`config.mk`:
```
export PLATFORM = sky130hd
export DESIGN_NAME = adc_spi_target
export DESIGN_NICKNAME = d
export VERILOG_FILES = /design/src/rtl/adc_spi_pkg.sv /design/src/rtl/spi_target_shifter.sv /design/src/rtl/adc_spi_target.sv
export SDC_FILE = /design/constraint.sdc
export NUM_CORES = 1
export LEC_CHECK = 0
export BUFFER_PORTS_ARGS = -buffer_cell sky130_fd_sc_hd__buf_2
export CORE_UTILIZATION = 45
export CTS_BUF_LIST = sky130_fd_sc_hd__clkbuf_4 sky130_fd_sc_hd__clkbuf_8
export DETAILED_ROUTE_END_ITERATION = 6
export GPL_ROUTABILITY_DRIVEN = 0
export GPL_TIMING_DRIVEN = 0
export PLACE_DENSITY = 0.76
export SYNTH_ARGS = -nofsm -noshare
export SYNTH_HDL_FRONTEND = slang
export SYNTH_SLANG_ARGS = --single-unit
```
`constraint.sdc`:
```
create_clock -name clk -period 2.8 [get_ports clk]
set_input_delay 0.56 -clock clk [delete_from_list [all_inputs] [get_ports clk]]
set_output_delay 0.56 -clock clk [all_outputs]
set_load 0.02 [all_outputs]
```
`src/rtl/adc_spi_pkg.sv`:
```
// Shared definitions for the ADC SPI target and its matching controller:
// command opcodes, register addresses, FSM state encoding and the channel
// search helpers used by the auto-sequencer.
package adc_spi_pkg;

    localparam logic [7:0] OP_NOP    = 8'h00;
    localparam logic [7:0] OP_READ   = 8'h10;
    localparam logic [7:0] OP_WRITE  = 8'h08;
    localparam logic [7:0] OP_SETBIT = 8'h18;
    localparam logic [7:0] OP_CLRBIT = 8'h20;

    localparam logic [7:0] ADDR_SYSTEM_STATUS   = 8'h00;
    localparam logic [7:0] ADDR_GENERAL_CFG     = 8'h01;
    localparam logic [7:0] ADDR_DATA_CFG        = 8'h02;
    localparam logic [7:0] ADDR_SEQUENCE_CFG    = 8'h10;
    localparam logic [7:0] ADDR_AUTO_SEQ_CH_SEL = 8'h12;

    typedef enum logic [1:0] {
        ST_IDLE  = 2'd0,
        ST_LOAD  = 2'd1,
        ST_SHIFT = 2'd2,
        ST_EXEC  = 2'd3
    } spi_state_t;

    // Lowest channel enabled in the mask, or 0 when the mask is empty.
    function automatic logic [2:0] lowest_set(input logic [7:0] mask);
        logic [2:0] idx;
        idx = 3'd0;
        for (int i = 7; i >= 0; i--) begin
            if (mask[i]) idx = 3'(i);
        end
        return idx;
    endfunction

    // Next enabled channel strictly after cur, wrapping 7 -> 0. A mask that
    // only holds cur lands back on cur; an empty mask yields 0.
    function automatic logic [2:0] next_set_above(input logic [7:0] mask,
                                                   input logic [2:0] cur);
        logic [2:0] idx;
        logic [2:0] cand;
        logic       found;
        idx   = 3'd0;
        found = 1'b0;
        for (int i = 1; i <= 8; i++) begin
            cand = cur + 3'(i);
            if (!found && mask[cand]) begin
                idx   = cand;
                found = 1'b1;
            end
        end
        return idx;
    endfunction

endpackage

```
`src/rtl/spi_target_shifter.sv`:
```
// Bit-level half of the SPI target: synchronises csel/sclk/mosi into clk,
// finds their edges, and runs the 24-bit rx/tx shift registers plus the
// saturating bit counter. Frame start/end are reported to the parent FSM,
// which decides when to load tx and when shifting is allowed.
module spi_target_shifter #(
    parameter int SYNC_STAGES = 2
) (
    input  logic        clk,
    input  logic        reset,
    input  logic        csel,
    input  logic        sclk,
    input  logic        mosi,
    input  logic        load,
    input  logic        shift_en,
    input  logic [23:0] tx_load_value,
    output logic        miso,
    output logic        frame_start,
    output logic        frame_end,
    output logic [23:0] rx,
    output logic [4:0]  bitcnt
);

    logic [SYNC_STAGES-1:0] csel_sync;
    logic [SYNC_STAGES-1:0] sclk_sync;
    logic [SYNC_STAGES-1:0] mosi_sync;
    logic                   csel_q;
    logic                   sclk_q;
    logic                   csel_s;
    logic                   sclk_s;
    logic                   mosi_s;
    logic                   csel_edge;
    logic                   sclk_rise;
    logic                   sclk_fall;
    logic [23:0]            tx;

    // The synchroniser chains and edge history are deliberately left out of
    // reset so a reset in mid-frame cannot fake a csel falling edge.
    always_ff @(posedge clk) begin
        csel_sync <= {csel_sync[SYNC_STAGES-2:0], csel};
        sclk_sync <= {sclk_sync[SYNC_STAGES-2:0], sclk};
        mosi_sync <= {mosi_sync[SYNC_STAGES-2:0], mosi};
        csel_q    <= csel_sync[SYNC_STAGES-1];
        sclk_q    <= sclk_sync[SYNC_STAGES-1];
    end

    // Edges come from the synchronised copies; a csel edge masks any sclk
    // edge in the same cycle.
    always_comb begin
        csel_s      = csel_sync[SYNC_STAGES-1];
        sclk_s      = sclk_sync[SYNC_STAGES-1];
        mosi_s      = mosi_sync[SYNC_STAGES-1];
        frame_start = csel_q & ~csel_s;
        frame_end   = ~csel_q & csel_s;
        csel_edge   = frame_start | frame_end;
        sclk_rise   = ~sclk_q & sclk_s & ~csel_edge;
        sclk_fall   = sclk_q & ~sclk_s & ~csel_edge;
    end

    // Mode 0 shifting: capture mosi on sclk rise, present the next tx bit on
    // sclk fall; the first tx bit is put on miso at load time.
    always_ff @(posedge clk) begin
        if (reset) begin
            rx     <= '0;
            tx     <= '0;
            bitcnt <= '0;
            miso   <= 1'b0;
        end else if (load) begin
            rx     <= '0;
            tx     <= tx_load_value;
            bitcnt <= '0;
            miso   <= tx_load_value[23];
        end else if (shift_en) begin
            if (sclk_rise) begin
                rx <= {rx[22:0], mosi_s};
                if (bitcnt != 5'd31) bitcnt <= bitcnt + 5'd1;
            end
            if (sclk_fall) begin
                tx   <= {tx[22:0], 1'b0};
                miso <= tx[22];
            end
        end
    end

endmodule

```
`src/rtl/adc_spi_target.sv`:
```
// Emulated 8-channel 12-bit ADC on the target side of SPI. Decodes 24-bit
// command frames and 16-bit readout frames, keeps the small register file
// and drives read data or {sample, channel} words back on miso.
// Optional feature macro: ADC_SPI_TARGET_CAL_DELAY_EN (timed GENERAL_CFG.CAL).
module adc_spi_target
    import adc_spi_pkg::*;
#(
    parameter int CAL_CYCLES  = 64,
    parameter int SYNC_STAGES = 2
) (
    input  logic        clk,
    input  logic        reset,
    input  logic        csel,
    input  logic        sclk,
    input  logic        mosi,
    output logic        miso,
    output logic [3:0]  sample_chan,
    input  logic [11:0] sample_data,
    output logic        frame_err
);

    spi_state_t  state;
    spi_state_t  state_next;
    logic        load;
    logic        shift_en;
    logic        frame_start;
    logic        frame_end;
    logic [23:0] rx;
    logic [4:0]  bitcnt;
    logic [23:0] tx_load_value;

    logic        bor;
    logic [7:0]  data_cfg;
    logic [7:0]  seq_cfg;
    logic [7:0]  ch_sel;
    logic [2:0]  chan_idx;
    logic        rd_pending;
    logic [7:0]  rd_byte;
    logic        cal_bit;
    logic        seq_active;

    logic        exec;
    logic        cmd_frame;
    logic        ro_frame;
    logic        bad_frame;
    logic [7:0]  opcode;
    logic [7:0]  addr;
    logic [7:0]  data;
    logic [7:0]  cur_val;
    logic [7:0]  wr_val;
    logic        do_write;
    logic        do_read;

    // Parameter sanity: a single-flop synchroniser or an empty CAL window is
    // not a supported configuration; this block only documents the limit.
    generate
        if (SYNC_STAGES < 2 || CAL_CYCLES < 1) begin : g_unsupported_params
        end
    endgenerate

    spi_target_shifter #(
        .SYNC_STAGES (SYNC_STAGES)
    ) u_shifter (
        .clk           (clk),
        .reset         (reset),
        .csel          (csel),
        .sclk          (sclk),
        .mosi          (mosi),
        .load          (load),
        .shift_en      (shift_en),
        .tx_load_value (tx_load_value),
        .miso          (miso),
        .frame_start   (frame_start),
        .frame_end     (frame_end),
        .rx            (rx),
        .bitcnt        (bitcnt)
    );

    // Frame state register.
    always_ff @(posedge clk) begin
        if (reset) state <= ST_IDLE;
        else       state <= state_next;
    end

    // Frame sequencing: IDLE -> LOAD -> SHIFT -> EXEC -> IDLE.
    always_comb begin
        state_next = state;
        load       = 1'b0;
        shift_en   = 1'b0;
        exec       = 1'b0;
        case (state)
            ST_IDLE:  if (frame_start) state_next = ST_LOAD;
            ST_LOAD: begin
                load       = 1'b1;
                state_next = ST_SHIFT;
            end
            ST_SHIFT: begin
                shift_en = 1'b1;
                if (frame_end) state_next = ST_EXEC;
            end
            ST_EXEC: begin
                exec       = 1'b1;
                state_next = ST_IDLE;
            end
            default:  state_next = ST_IDLE;
        endcase
    end

    // Reply selection for the frame about to start.
    always_comb begin
        seq_active    = (seq_cfg[1:0] == 2'b01) && seq_cfg[4];
        tx_load_value = '0;
        if (rd_pending)      tx_load_value = {rd_byte, 16'h0000};
        else if (seq_active) tx_load_value = {sample_data, 1'b0, chan_idx, 8'h00};
    end

    // Register read view; unmapped addresses and self-clearing bits read 0.
    always_comb begin
        cur_val = 8'h00;
        case (addr)
            ADDR_SYSTEM_STATUS:   cur_val = {7'b0, bor};
            ADDR_GENERAL_CFG:     cur_val = {6'b0, cal_bit, 1'b0};
            ADDR_DATA_CFG:        cur_val = data_cfg;
            ADDR_SEQUENCE_CFG:    cur_val = seq_cfg;
            ADDR_AUTO_SEQ_CH_SEL: cur_val = ch_sel;
            default:              cur_val = 8'h00;
        endcase
    end

    // Command decode at EXEC; bit-set/clear become a write of the merged value.
    always_comb begin
        opcode    = rx[23:16];
        addr      = rx[15:8];
        data      = rx[7:0];
        cmd_frame = exec && (bitcnt == 5'd24);
        ro_frame  = exec && (bitcnt == 5'd16);
        bad_frame = exec && (bitcnt != 5'd24) && (bitcnt != 5'd16);
        do_write  = 1'b0;
        do_read   = 1'b0;
        wr_val    = cur_val;
        if (cmd_frame) begin
            case (opcode)
                OP_NOP:    ;
                OP_READ:   do_read = 1'b1;
                OP_WRITE: begin
                    do_write = 1'b1;
                    wr_val   = data;
                end
                OP_SETBIT: begin
                    do_write = 1'b1;
                    wr_val   = cur_val | data;
                end
                OP_CLRBIT: begin
                    do_write = 1'b1;
                    wr_val   = cur_val & ~data;
                end
                default:   ;
            endcase
        end
    end

    // Register file, pending read, channel pointer and the frame error pulse.
    always_ff @(posedge clk) begin
        if (reset) begin
            bor        <= 1'b1;
            data_cfg   <= 8'h00;
            seq_cfg    <= 8'h00;
            ch_sel     <= 8'h00;
            chan_idx   <= 3'd0;
            rd_pending <= 1'b0;
            rd_byte    <= 8'h00;
            frame_err  <= 1'b0;
        end else begin
            frame_err <= bad_frame;
            if (load) rd_pending <= 1'b0;
            if (do_read) begin
                rd_byte    <= cur_val;
                rd_pending <= 1'b1;
            end
            if (do_write) begin
                case (addr)
                    ADDR_SYSTEM_STATUS: if (wr_val[0]) bor <= 1'b0;
                    ADDR_GENERAL_CFG: begin
                        if (wr_val[0]) begin
                            bor        <= 1'b1;
                            data_cfg   <= 8'h00;
                            seq_cfg    <= 8'h00;
                            ch_sel     <= 8'h00;
                            chan_idx   <= 3'd0;
                            rd_pending <= 1'b0;
                        end
                    end
                    ADDR_DATA_CFG:        data_cfg <= wr_val;
                    ADDR_SEQUENCE_CFG: begin
                        seq_cfg <= wr_val;
                        if (!seq_cfg[4] && wr_val[4]) chan_idx <= lowest_set(ch_sel);
                    end
                    ADDR_AUTO_SEQ_CH_SEL: ch_sel <= wr_val;
                    default:              ;
                endcase
            end
            if (ro_frame && seq_active) chan_idx <= next_set_above(ch_sel, chan_idx);
        end
    end

    assign sample_chan = {1'b0, chan_idx};

`ifdef ADC_SPI_TARGET_CAL_DELAY_EN
    localparam int CAL_W = $clog2(CAL_CYCLES + 1);
    logic [CAL_W-1:0] cal_cnt;

    // CAL window counter; a new CAL=1 write restarts it, a RST write kills it.
    always_ff @(posedge clk) begin
        if (reset) begin
            cal_cnt <= '0;
        end else if (do_write && addr == ADDR_GENERAL_CFG && wr_val[0]) begin
            cal_cnt <= '0;
        end else if (do_write && addr == ADDR_GENERAL_CFG && wr_val[1]) begin
            cal_cnt <= CAL_W'(CAL_CYCLES);
        end else if (cal_cnt != '0) begin
            cal_cnt <= cal_cnt - 1'b1;
        end
    end

    assign cal_bit = (cal_cnt != '0);
`else
    // Without the timed window CAL is gone before any later frame can read it.
    assign cal_bit = 1'b0;
`endif

endmodule

```
==> results_dict.tcl <==
set metrics [dict create \
    peakVddDrop_uv 514 \
    drv_slew 0 \
    ys_seq_area_share_pct 34.9 \
    violations "setup timing" \
    clock_skew_ns 0.00724 \
    core_area_mm2 0.0115 \
    dp_hpwl_mm 10.3 \
    initial_core_util_pct 46.5 \
    p_sw_share_pct 30.7 \
    drc_errors 0 \
    path_class "reg2reg" \
    end_kind "flop" \
    numCtsBuffers 9 \
    use_met3_pct 4.10 \
    ys_ff_latch 93 \
    n_antenna_cell 0 \
    grt_use_met2_pct 40.7 \
    synth_edf_count 0 \
    p_sw_mw 0.900 \
    avgViaCountPerCell 6.12 \
    tightestPinTransition_ns 0.686 \
    drv_cap 0 \
    synth_area_mm2 0.00533 \
    internal_power_mw 2.03 \
    post_synth.cell_area_avg_um2 8.03 \
    antenna_found_initial 0 \
    fin_ws_ns -0.0191 \
    pin_count 23 \
    syn_inst 664 \
    cp_common_cell "buf_12" \
    max_freq_mhz 355 \
    max_stage_delay_ns 0.40 \
    synth_ff_type "dfxtp_1" \
    status "finished, violations left" \
    startpoint_type "flop" \
    fin_crit_ns 2.82 \
    synth_cell_types 73 \
    die_area_mm2 0.0123 \
    path_clk_slew_ns 0.09 \
    dr.pass1.iters 5 \
    port_buffers 21 \
    grt_pass1_wl_mm 23.9 \
    fin_nets 744 \
    setup_violations 2 \
    hold_slack_ns 0.286 \
    top_usage_layer "met2" \
    path_cells "buf_8, buf_12, inv_16, ha_4, buf_12, mux2_4, nor3_4, a211o_1, nand4_1, o32ai_4, nor2_1, a211oi_1" \
    clock-root-buffer "clkbuf_8" \
    min_period_over_period_pct 101 \
    grt_pass1_vias 5127 \
    leakage_nw 2.22 \
    finalSetupTns_ns -0.0303 \
    critPathSlowestCell "o32ai_4" \
    die_width_um 111 \
    vias 5280 \
    cts_tree "built" \
    rsz0062_at_grt "true" \
    final.fill_count 1007 \
    grt_max_degree 16 \
    wl_per_cell_um 16.9 \
    cts_max_path_buffers 2 \
    num_rows 39 \
    p_seq_share_pct 49.2 \
    critPathMaxFanout 6 \
    use_met1_pct 29.1 \
    clockPowerShare_pct 32.0 \
    combinationalPowerShare_pct 18.9 \
    first_iter_violations 471 \
    die_y_um 111 \
    wirelength_mm 14.6 \
    cts.sinks 93 \
    dp_worst_setup_slack_ns -0.293 \
    grt.overflow.total 0 \
    yosys_warnings 0 \
    htree_levels 3 \
    cp_data_required_time_ns 3.08 \
    syn_nets 693 \
    p_per_area_mw_per_mm2 467 \
    synth-async-reset-ratio_pct 0 \
    worst_hold_path_type "in2reg" \
    relSlewSlack_pct 54.1 \
    crit_arrival_ns 3.10 \
    clkLatencyLatePin_ns 0.37 \
    track_usage_pct 23.7 \
    area_growth_pct 18.0 \
    drive_above_1_share_pct 18.8 \
    finalHoldViolations 0 \
    drtAntennaViolNets 0 \
]
## state kept, by name (all words and copies together), names as in the netlist
name,cells
ch_sel,8
u_shifter.sclk_q,1
u_shifter.sclk_sync,2
state,2
seq_cfg,8
u_shifter.csel_sync,2
rd_pending,1
u_shifter.csel_q,1
u_shifter.rx,24
bor,1
u_shifter.bitcnt,5
u_shifter.mosi_sync,2
u_shifter.tx,15
rd_byte,8
data_cfg,8
u_shifter.miso,1
chan_idx,3
frame_err,1
## placed cells by master (no fill, tap or decap), types with 3 or more instances in the layout
cell type	n
a211oi_2	3
a22oi_1	15
nand4_1	7
mux4_2	6
o21ai_0	12
a21oi_1	67
nand2_1	100
a311oi_1	8
mux2i_4	4
nand2b_1	7
nor4_1	4
o31a_1	3
xnor2_1	5
nor3_2	4
o21bai_1	3
buf_4	18
buf_2	26
nor3_4	3
ha_1	11
mux2i_1	20
dfxtp_1	90
or3_1	6
nand3b_1	3
o21a_1	3
clkbuf_1	37
and4b_1	3
inv_1	17
mux2_2	13
mux2_4	4
nand4b_1	4
nand3_1	29
clkbuf_8	10
nor3_1	12
nor2_1	69
nor2b_1	11
a211oi_1	10
## routing by layer
metal	vias to the layer above	share of wire, %
met1	2512	41
met4	0	3.7
met3	71	6.3
li1	2474	-
met5	-	0
met2	223	49
## cell usage after synthesis (6+ instances only)
cell / number / area, um^2
ha_1: 12 / 150
dfxtp_1: 93 / 1860
xnor2_1: 6 / 52.6
a311oi_1: 8 / 70.1
a22oi_1: 15 / 113
o21ai_0: 12 / 60.1
nand4_1: 7 / 43.8
nand3_1: 29 / 145
nand2b_1: 7 / 43.8
inv_1: 17 / 63.8
nor2_1: 69 / 259
nor3_1: 18 / 90.1
a211oi_1: 12 / 90.1
nand2_1: 100 / 375
mux2_2: 17 / 191
clkbuf_1: 38 / 143
mux4_2: 6 / 135
buf_2: 7 / 35.0
or3_1: 7 / 43.8
mux2i_1: 26 / 260
a21oi_1: 68 / 340
nor2b_1: 11 / 68.8
## critical path: cells and delay by family (launching register included)
kind	cells	cell delay, ns
AO/OA/AOI/OAI	3	0.85
adder cells (fa/ha/maj)	1	0.30
buffers and inverters	4	0.38
flip-flops	1	0.37
multiplexers	1	0.33
AND/OR/NAND/NOR	3	0.52
## final timing paths
kind	startpoint	depth (start not counted)	to	slack, ns
hold reg to reg	u_shifter.mosi_sync[0]$_DFF_P_	0	u_shifter.mosi_sync[1]$_DFF_P_	0.33
hold / removal	csel	1	u_shifter.csel_sync[0]$_DFF_P_	0.29
setup reg to reg	chan_idx[0]$_SDFFE_PP0P_	12	chan_idx[1]$_SDFFE_PP0P_	-0.02
setup / recovery	chan_idx[0]$_SDFFE_PP0P_	12	chan_idx[1]$_SDFFE_PP0P_	-0.02
## stage by stage
stage	util, %	instance area (um^2)	instances	power [mW]
5_1_grt	54.8	6290	863	3.06
3_3_place_gp	49.6	5690	828	1.98
4_1_cts	52.9	6060	852	2.94
2_1_floorplan	-	5400	664	1.87
3_5_place_dp	49.6	5690	828	2.02
6_report	54.8	6290	863	2.93
## power groups by stage
stage               logic, mW  clock network [mW]  registers [mW]
global route            0.617               0.992            1.45
global placement        0.515                   0            1.47
floorplan               0.402                   0            1.47
finish                  0.553               0.938            1.44
detailed placement      0.543                   0            1.47
CTS                     0.548               0.945            1.44
## cells by family (layout without fill, tap and decap cells)
family | Yosys count | after routing | synth area share (%)
adders and majority gates | 12 | 12 | 2.82
and+or+nand+nor | 275 | 275 | 24.5
other | 1 | 1 | 0.0704
AOI/OAI and AO/OA | 158 | 158 | 20.3
muxes | 49 | 49 | 11.0
buffers and inverters | 68 | 124 | 5.09
DFF | 93 | 93 | 34.9
xor gates and xnor gates | 8 | 8 | 1.31
## layout make-up
cell class / count / area, um^2 / share of cell area [%]
plain buffers: 49 / 239 / 3.80
clock buffers: 11 / 145 / 2.31
clock inverters: 5 / 58.8 / 0.935
inverters: 19 / 92.6 / 1.47
multi-input cells: 503 / 3430 / 54.6
flip-flops and latches: 93 / 1870 / 29.7
well taps: 143 / 179 / 2.85
repair buffers: 40 / 269 / 4.28
## timing repair
action                     4_1_cts  5_1_grt
setup endpoints to repair        4       28
setup buffers                    8       10
hold buffers                     0        0
resized for setup               23       28
cloned                           0        1
pin swaps                        6       14
(Power assumes the default switching activity.)
